$ cat config.mk
export PLATFORM = sky130hd
export DESIGN_NAME = exp_sched
export DESIGN_NICKNAME = d
export VERILOG_FILES = /design/src/rtl/exp_sched.sv
export SDC_FILE = /design/constraint.sdc
export NUM_CORES = 1
export LEC_CHECK = 0
export CAP_MARGIN = 20
export CORE_MARGIN = 2
export CORE_UTILIZATION = 45
export DETAILED_ROUTE_END_ITERATION = 10
export DONT_BUFFER_PORTS = 1
export RECOVER_POWER = 50
export SYNTH_ARGS = -nofsm -noshare
export SYNTH_HDL_FRONTEND = slang
export SYNTH_SLANG_ARGS = --single-unit
$ cat constraint.sdc
create_clock -name CLK -period 4.8 [get_ports CLK]
set_input_delay 0.96 -clock CLK [delete_from_list [all_inputs] [get_ports CLK]]
set_output_delay 0.96 -clock CLK [all_outputs]
set_load 0.03 [all_outputs]
$ cat src/rtl/exp_sched.sv
// Round-robin front end for the shared, fully pipelined exp datapath.
// Requesters hand operands over valid/ready; one operand per cycle is
// registered onto exp_in, its requester ID travels alongside it through a
// tag pipe, and the result comes back on rsp_* tagged with that ID.
// en/state let software quiesce the datapath before reloading coefficients.
//
// Handshake: a transfer on requester k happens at a rising edge where
// req_valid[k] & req_ready[k]. req_ready is combinational, one-hot, and
// depends only on en, RST, req_valid and the round-robin pointer; a
// requester may drop req_valid while not granted. rsp_valid is a one-cycle
// pulse with no back-pressure.
module exp_sched #(
  parameter int N_REQ = 4,
  parameter int ID_W  = 2,
  parameter int LAT   = 1,
  parameter int DW    = 16
) (
  input  logic                CLK,
  input  logic                RST,
  input  logic                en,
  input  logic [N_REQ-1:0]    req_valid,
  input  logic [N_REQ*DW-1:0] req_data,
  output logic [N_REQ-1:0]    req_ready,
  output logic [DW-1:0]       exp_in,
  input  logic [DW-1:0]       exp_out,
  output logic                rsp_valid,
  output logic [ID_W-1:0]     rsp_id,
  output logic [DW-1:0]       rsp_data,
  output logic [3:0]          inflight,
  output logic [1:0]          state,
  output logic                idle
);

  typedef enum logic [1:0] {
    ST_IDLE  = 2'd0,
    ST_RUN   = 2'd1,
    ST_DRAIN = 2'd2
  } state_t;

  localparam logic [ID_W-1:0] LAST_ID = ID_W'(N_REQ - 1);

  // Registered state
  logic [ID_W-1:0]            ptr_q, ptr_d;
  logic [DW-1:0]              exp_in_q, exp_in_d;
  // Tag stage 0 is aligned with exp_in; stage LAT is aligned with exp_out.
  logic [LAT:0]               tag_v_q, tag_v_d;
  logic [LAT:0][ID_W-1:0]     tag_id_q, tag_id_d;
  logic                       rsp_valid_q, rsp_valid_d;
  logic [ID_W-1:0]            rsp_id_q, rsp_id_d;
  logic [DW-1:0]              rsp_data_q, rsp_data_d;
  logic [3:0]                 inflight_q, inflight_d;
  state_t                     state_q, state_d;
  logic                       idle_q, idle_d;

  // Grant search results
  logic                       grant_found;
  logic [ID_W-1:0]            grant_idx;
  logic [ID_W-1:0]            cand;
  logic [DW-1:0]              sel_data;
  logic                       accept;
  logic                       rsp_fire;

  // Round-robin search starting at the pointer; grants follow en, not state.
  always_comb begin
    grant_found = 1'b0;
    grant_idx   = '0;
    cand        = ptr_q;
    for (int i = 0; i < N_REQ; i++) begin
      if (!grant_found && en && !RST && req_valid[cand]) begin
        grant_found = 1'b1;
        grant_idx   = cand;
      end
      cand = (cand == LAST_ID) ? '0 : cand + 1'b1;
    end
  end

  // One-hot ready vector and the operand of the granted requester.
  always_comb begin
    req_ready = '0;
    sel_data  = '0;
    for (int k = 0; k < N_REQ; k++) begin
      if (grant_found && (grant_idx == ID_W'(k))) begin
        req_ready[k] = 1'b1;
        sel_data     = req_data[k*DW +: DW];
      end
    end
  end

  assign accept   = grant_found;
  assign rsp_fire = tag_v_q[LAT];

  // Next-state logic for pointer, datapath input, tag pipe, response,
  // in-flight count and the enable/drain FSM.
  always_comb begin
    ptr_d    = ptr_q;
    exp_in_d = exp_in_q;
    if (accept) begin
      exp_in_d = sel_data;
      ptr_d    = (grant_idx == LAST_ID) ? '0 : grant_idx + 1'b1;
    end

    tag_v_d  = {tag_v_q[LAT-1:0], accept};
    tag_id_d = {tag_id_q[LAT-1:0], grant_idx};

    rsp_valid_d = rsp_fire;
    rsp_id_d    = rsp_id_q;
    rsp_data_d  = rsp_data_q;
    if (rsp_fire) begin
      rsp_id_d   = tag_id_q[LAT];
      rsp_data_d = exp_out;
    end

    case ({accept, rsp_fire})
      2'b10:   inflight_d = inflight_q + 4'd1;
      2'b01:   inflight_d = inflight_q - 4'd1;
      default: inflight_d = inflight_q;
    endcase

    state_d = state_q;
    case (state_q)
      ST_IDLE: begin
        if (en) state_d = ST_RUN;
      end
      ST_RUN: begin
        if (!en) begin
          if ((inflight_q != 4'd0) || (|tag_v_q)) state_d = ST_DRAIN;
          else                                    state_d = ST_IDLE;
        end
      end
      ST_DRAIN: begin
        if (en)                      state_d = ST_RUN;
        else if (inflight_d == 4'd0) state_d = ST_IDLE;
      end
      default: state_d = ST_IDLE;
    endcase
    idle_d = (state_d == ST_IDLE);
  end

  // All state flops; reset discards every in-flight tag immediately.
  always_ff @(posedge CLK or posedge RST) begin
    if (RST) begin
      ptr_q       <= '0;
      exp_in_q    <= '0;
      tag_v_q     <= '0;
      tag_id_q    <= '0;
      rsp_valid_q <= 1'b0;
      rsp_id_q    <= '0;
      rsp_data_q  <= '0;
      inflight_q  <= '0;
      state_q     <= ST_IDLE;
      idle_q      <= 1'b1;
    end else begin
      ptr_q       <= ptr_d;
      exp_in_q    <= exp_in_d;
      tag_v_q     <= tag_v_d;
      tag_id_q    <= tag_id_d;
      rsp_valid_q <= rsp_valid_d;
      rsp_id_q    <= rsp_id_d;
      rsp_data_q  <= rsp_data_d;
      inflight_q  <= inflight_d;
      state_q     <= state_d;
      idle_q      <= idle_d;
    end
  end

  assign exp_in    = exp_in_q;
  assign rsp_valid = rsp_valid_q;
  assign rsp_id    = rsp_id_q;
  assign rsp_data  = rsp_data_q;
  assign inflight  = inflight_q;
  assign state     = state_q;
  assign idle      = idle_q;

endmodule
**Word level (Yosys, flattened, before mapping)**

Cells that the tools add are included.

- Order comparisons: 4
- Eq/ne operators: 10
- Multiplexer cells: 35
- $add $sub $neg: 6
- Reduce and logical (&&, ||, !) cells: 26

Operator list:

| kind | number |
|---|---|
| $mux 16 | 4 |
| $mux 2 | 13 |
| $logic_and 1x1->1 | 15 |
| $eq 2x2->1 const B | 7 |
| $lt 2x3->1 const B | 4 |
| $mux 1 | 12 |
| $add 2x1->2 const B | 4 |
| $bmux 1 s2 | 4 |
| $pmux 4 s2 | 1 |
| $eq 2x1->1 const B | 3 |
| $logic_not 2->1 | 3 |
| $pmux 2 s3 | 1 |
| $add 4x1->4 const B | 1 |
| $logic_not 1->1 | 4 |
| $logic_not 4->1 | 1 |
| $reduce_bool 4->1 | 1 |
| $sub 4x1->4 const B | 1 |
| $reduce_or 2->1 | 1 |
| $logic_or 1x1->1 | 1 |

- Word-level logic and storage cells: 92
- Input bits: 87
- Register bits: 50

**Longest topological paths before layout**

- Depth after elaboration: 26
- Mapped depth: 16
- Gate-level depth less buffers: 13

**Worst setup path after synthesis**

Ideal clock, no wire load.

- Path kind: input port to output port
- Start: input req_valid[2]
- End: output req_ready[1]
- Stages: 11
- Slack: 0.289 ns
- Required time: 3.840 ns
- Arrival time: 3.551 ns
- Buffers on the path: 3
- Cells stage by stage: buf_6 mux4_2 or3_1 nand4b_1 o2bb2ai_2 a21o_1 ha_1 clkbuf_1 clkbuf_1 inv_1 nor2_1

- Cells in the longest elaborated chain, start to end: 22
- Elaborated cells on any way between the ends: 32
- Those cells by class: eq/ne: 1; mux: 17; reduce/logical: 14

Ends and longest elaborated chain:

| what | line | RTL |
|---|---|---|
| from (decl) | 21 | `input logic [N_REQ-1:0] req_valid,` |
| $bmux 1 s2 | 69 | `if (!grant_found && en && !RST && req_valid[cand]) begin` |
| $mux 1 (implied by the code) | 69 |  |
| $logic_and 1x1->1 | 69 |  |
| $mux 1 | 69 |  |
| $logic_not 1->1 | 69 |  |
| $logic_and 1x1->1 (3 in a row) | 69 |  |
| $mux 1 | 69 |  |
| $logic_not 1->1 | 69 |  |
| $logic_and 1x1->1 (3 in a row) | 69 |  |
| $mux 1 | 69 |  |
| $logic_not 1->1 | 69 |  |
| $logic_and 1x1->1 (3 in a row) | 69 |  |
| $mux 2 * | 69 |  |
| net grant_idx[0] | 57 | `logic [ID_W-1:0] grant_idx;` |
| $eq 2x1->1 * | 82 | `if (grant_found && (grant_idx == ID_W'(k))) begin` |
| $logic_and 1x1->1 * | 82 |  |
| $mux 1 * | 82 |  |
| to (decl) | 23 | `output logic [N_REQ-1:0] req_ready,` |

The timed path passes the listed nets; every way through them passes the cells marked *. The select of a mux whose other input is x is not followed.

**Final worst setup path**

- Start: register ptr_q[1]
- End: output req_ready[1]

- Cells in the longest elaborated chain, start to end: 22
- Elaborated cells on any way between the ends: 41
- Those cells by class: add/sub: 3; eq/ne: 4; mux: 20; reduce/logical: 14

Ends and longest elaborated chain:

| what | line | RTL |
|---|---|---|
| from (decl) | 43 | `logic [ID_W-1:0] ptr_q, ptr_d;` |
| from (signal assigned) | 153 | `ptr_q <= ptr_d;` |
| parallel branches: the longest is 18 deep, another holds $add 2x1->2 | - |  |
| $mux 2 * | 69 |  |
| net grant_idx[0] | 57 |  |
| $eq 2x1->1 * | 82 |  |
| $logic_and 1x1->1 * | 82 |  |
| $mux 1 * | 82 |  |

Mark *: on every way through the listed nets, which the timed path passes. The select of a mux whose other input is x is not followed.

==> out/results.tsv <==
stage	metric	value	unit
clock_network	Hold Buf Count CTS	0	
synthesis	largest family of logic cells by synthesized area	compound AO/OA/AOI/OAI gates	
timing	Final min period	4.45	ns
worst_setup_path	Max Fanout on Critical Path	11	
timing	Layout Skew	0.00301	ns
timing	Hold Fails Final Rpt	0	
global_route	Remaining Overflow, GRT	0	
clock_network	CTS resizes	0	
synthesis	Yosys reg bits	50	
min_path	hold path endpoint	tag_id_q[3]$_DFF_PP0_	
timing	max-slew headroom at the worst pin	3.86	%
worst_setup_path	endpoint class of the critical path	primary output	
worst_setup_path	worst reg2reg path depth	12	
pwr	Pleak	0.00125	µW
worst_setup_path	Worst Setup Path Type	reg2out	
floorplan	Die Y	83.9	µm
pwr	Worst VDD drop	0.256	mV
worst_setup_path	worst reg-to-reg setup slack	0.73	ns
min_path	worst hold path class	reg2reg	
synthesis	EDFF count, synth	0	
timing	worst slew pin tran	1.44	ns
synthesis	post-synthesis mux area share	16.8	%
clock_network	CTS clk-pin slew, worst paths	0.09	ns
clock_network	CTS tree	built	
synthesis	post-synthesis compound-gate area fraction	17.3	%
placement	port buffer count	0	
floorplan	Core Area	6280	µm²
finish	leading cell type in the layout, fill and taps excluded	dfrtp_1	
synthesis	Post-Synth Adder-Cell Area	3.48	%
finish	layout cell share with drive strength beyond 1	18.0	%
worst_setup_path	Crit path arrival time	3.49	ns
worst_setup_path	slowest library cell on the worst path	mux4_2	
worst_setup_path	Most Frequent Cell on Critical Path	ha_1	
synthesis	synthesized area	2870	µm²
synthesis	FFs w/ async S/R, synth	100	%
worst_setup_path	Critical Path Max Stage Delay	0.57	ns
global_route	wire length of the first global-routing pass	9.87	mm
placement	GPL Wtd Cong	0.823	
route	antenna-violating nets left	0	
timing	final setup violation count	0	
pwr	Comb power frac	37.8	%
synthesis	XOR/XNOR Fraction of Synth Area	0.915	%
placement	Post-DP HPWL	4.41	mm
route	detailed-router iteration count before antenna repair	4	
clock_network	clk sinks	50	
global_route	initial antenna violation count	0	
synthesis	Synth Area in Simple Gates	13.0	%
floorplan	# rows	29	
floorplan	I/O pins	133	
route	Detailed Route WL	6.07	mm
clock_network	Root Buffer	clkbuf_8	
synthesis	Synth Area per Inst	10.8	µm²
worst_setup_path	worst reg2reg endpoint	exp_in[5]$_DFFE_PP0P_	
timing	Slew Limit Fails	0	
route	drc violations	0	
worst_setup_path	crit path launch type	flip-flop	
pwr	Switching Fraction	47.1	%
synthesis	post-synthesis sequential area ratio	43.6	%
finish	Diodes inserted	0	
worst_setup_path	Worst EP required	3.84	ns
timing	setup TNS	0	ns
clock_network	worst skew pair latency	0.30	ns
route	post-detailed-route via-to-cell ratio	6.10	
timing	fin crit share	92.8	%
pwr	Power Density	646	nW/µm²
run	maxcap violations	0	
global_route	pin count of the biggest net entering global routing	51	
worst_setup_path	worst r2r src	ptr_q[1]$_DFFE_PP0P_	
route	Avg WL per Cell	17.7	µm
clock_network	CTS H-tree depth	2	
pwr	Int Power	1030	µW
min_path	worst hold path depth	0	
route	initial DRC count	110	
floorplan	Die W	83.9	µm
run_status	status	finished clean	
timing	Hold Slack	0.358	ns
synthesis	Unique masters post-synth	54	
synthesis	Primary FF master, synth	dfrtp_1	
synthesis	net count after synthesis	361	
synthesis	Yosys warnings	0	
pwr	Clk pwr share	12.6	%
finish	most frequent cells in the layout	dfrtp_1, nor2_1, nand2_1, mux2_2, mux2_1	
clock_network	setup bufs post-CTS	0	
global_route	All-Layer GR Usage	17.2	%
timing	RSZ-0062 raised after global routing	false	
finish	nets	360	
pwr	Flop pwr share	49.6	%
floorplan	Die ar.	7040	µm²
clock_network	Inserted Clock Buffers	5	
clock_network	Clock Tree Buf Depth	2	
floorplan	Starting Density	45.8	%
route	vias	2093	
finish	Syn-to-layout area delta	5.31	%
synthesis	Mapped Cells	266	
worst_setup_path	crit path cell chain	ha_1 > mux4_2 > or3_1 > nor3_1 > o2bb2ai_2 > a21o_1 > ha_1 > inv_1 > nor2_1 > buf_4	
min_path	Hold Path Origin	tag_id_d[3]$_DFF_PP0_	
global_route	number of global-route vias before repair	1999	
timing	fmax	0.225	GHz
pwr	Psw	921	µW
-- power groups by stage --
stage	Sequential, µW	Combinational (µW)	Clock [µW]
floorplan	936	646	0
global placement	983	734	0
detailed placement	983	748	0
CTS	974	750	255
global route	991	841	271
finish	969	740	246
-- kinds of logic (layout without fill, tap and decap cells) --
group                    Yosys count  after routing
AND/OR/NAND/NOR                   75             75
AO/OA/AOI/OAI                     62             62
flip-flops                        50             50
multiplexers                      41             41
buffers and inverters             27             27
adder cells (fa/ha/maj)            8              8
XOR/XNOR                           3              3
-- through the flow --
step / util, % / worst slack (ns) / std cells / power (µW) / cell area (µm²)
after floorplan: - / 0.289 / 266 / 1580 / 2870
after global placement: 46.7 / 0.734 / 334 / 1720 / 2930
after detailed placement: 46.7 / 0.637 / 334 / 1730 / 2930
after CTS: 48.1 / 0.286 / 342 / 1980 / 3020
after global routing: 48.2 / 0.0508 / 343 / 2100 / 3030
final: 48.2 / 0.348 / 343 / 1960 / 3030
-- registers in the layout, summed over array words and instances (netlist names) --
register   flops
inflight       4
tag_v_q        2
ptr_q          2
rsp_id         2
idle           1
state          2
tag_id_q       2
rsp_data      16
tag_id_d       2
rsp_valid      1
exp_in        16
-- per-layer routing --
layer  global-route usage [%]  share of wire, %  vias to the layer above
li1                         -                 -                      978
met1                     21.9                42                     1002
met2                     28.9                48                      105
met3                     4.95               8.0                        8
met4                     4.55               1.3                        0
met5                        0                 0                        -
-- critical path: cells and delay by family, from the launching register on --
family / cells / cell delay [ns]
adders and majority gates: 2 / 0.91
and+or+nand+nor: 3 / 0.69
muxes: 1 / 0.57
DFF: 1 / 0.46
AOI/OAI and AO/OA: 2 / 0.32
buffers and inverters: 2 / 0.24
-- worst max path at each step --
stage / from / endpoint / slack (ns)
global route: ptr_q[1]$_DFFE_PP0P_ / req_ready[1] / 0.05
detailed placement: ptr_q[1]$_DFFE_PP0P_ / req_ready[1] / 0.64
finish: ptr_q[1]$_DFFE_PP0P_ / req_ready[1] / 0.35
CTS: ptr_q[1]$_DFFE_PP0P_ / req_ready[1] / 0.29
floorplan: req_valid[2] / req_ready[1] / 0.29
global placement: ptr_q[1]$_DFFE_PP0P_ / req_ready[1] / 0.73
-- cells in the mapped netlist (all sizes together), types with 6 or more instances --
cell type	number	share of area, %
nor2	26	3.4
mux2	37	15
buf	8	2.5
dfrtp	49	43
a221oi	16	4.9
o31ai	17	4.4
a21oi	6	1.0
clkbuf	11	1.4
inv	7	0.91
nand2	22	2.9
ha	8	3.5
-- layout make-up --
| type | count | area, µm² |
|---|---|---|
| Fill cell | 580 | 3250 |
| Multi-Input combinational cell | 189 | 1480 |
| Sequential cell | 50 | 1250 |
| Tap cell | 77 | 96.3 |
| Timing Repair Buffer | 11 | 78.8 |
| Clock buffer | 5 | 68.8 |
| Inverter | 8 | 30.0 |
| Clock inverter | 3 | 21.3 |
Note: power is estimated with default switching activity, not from simulation.
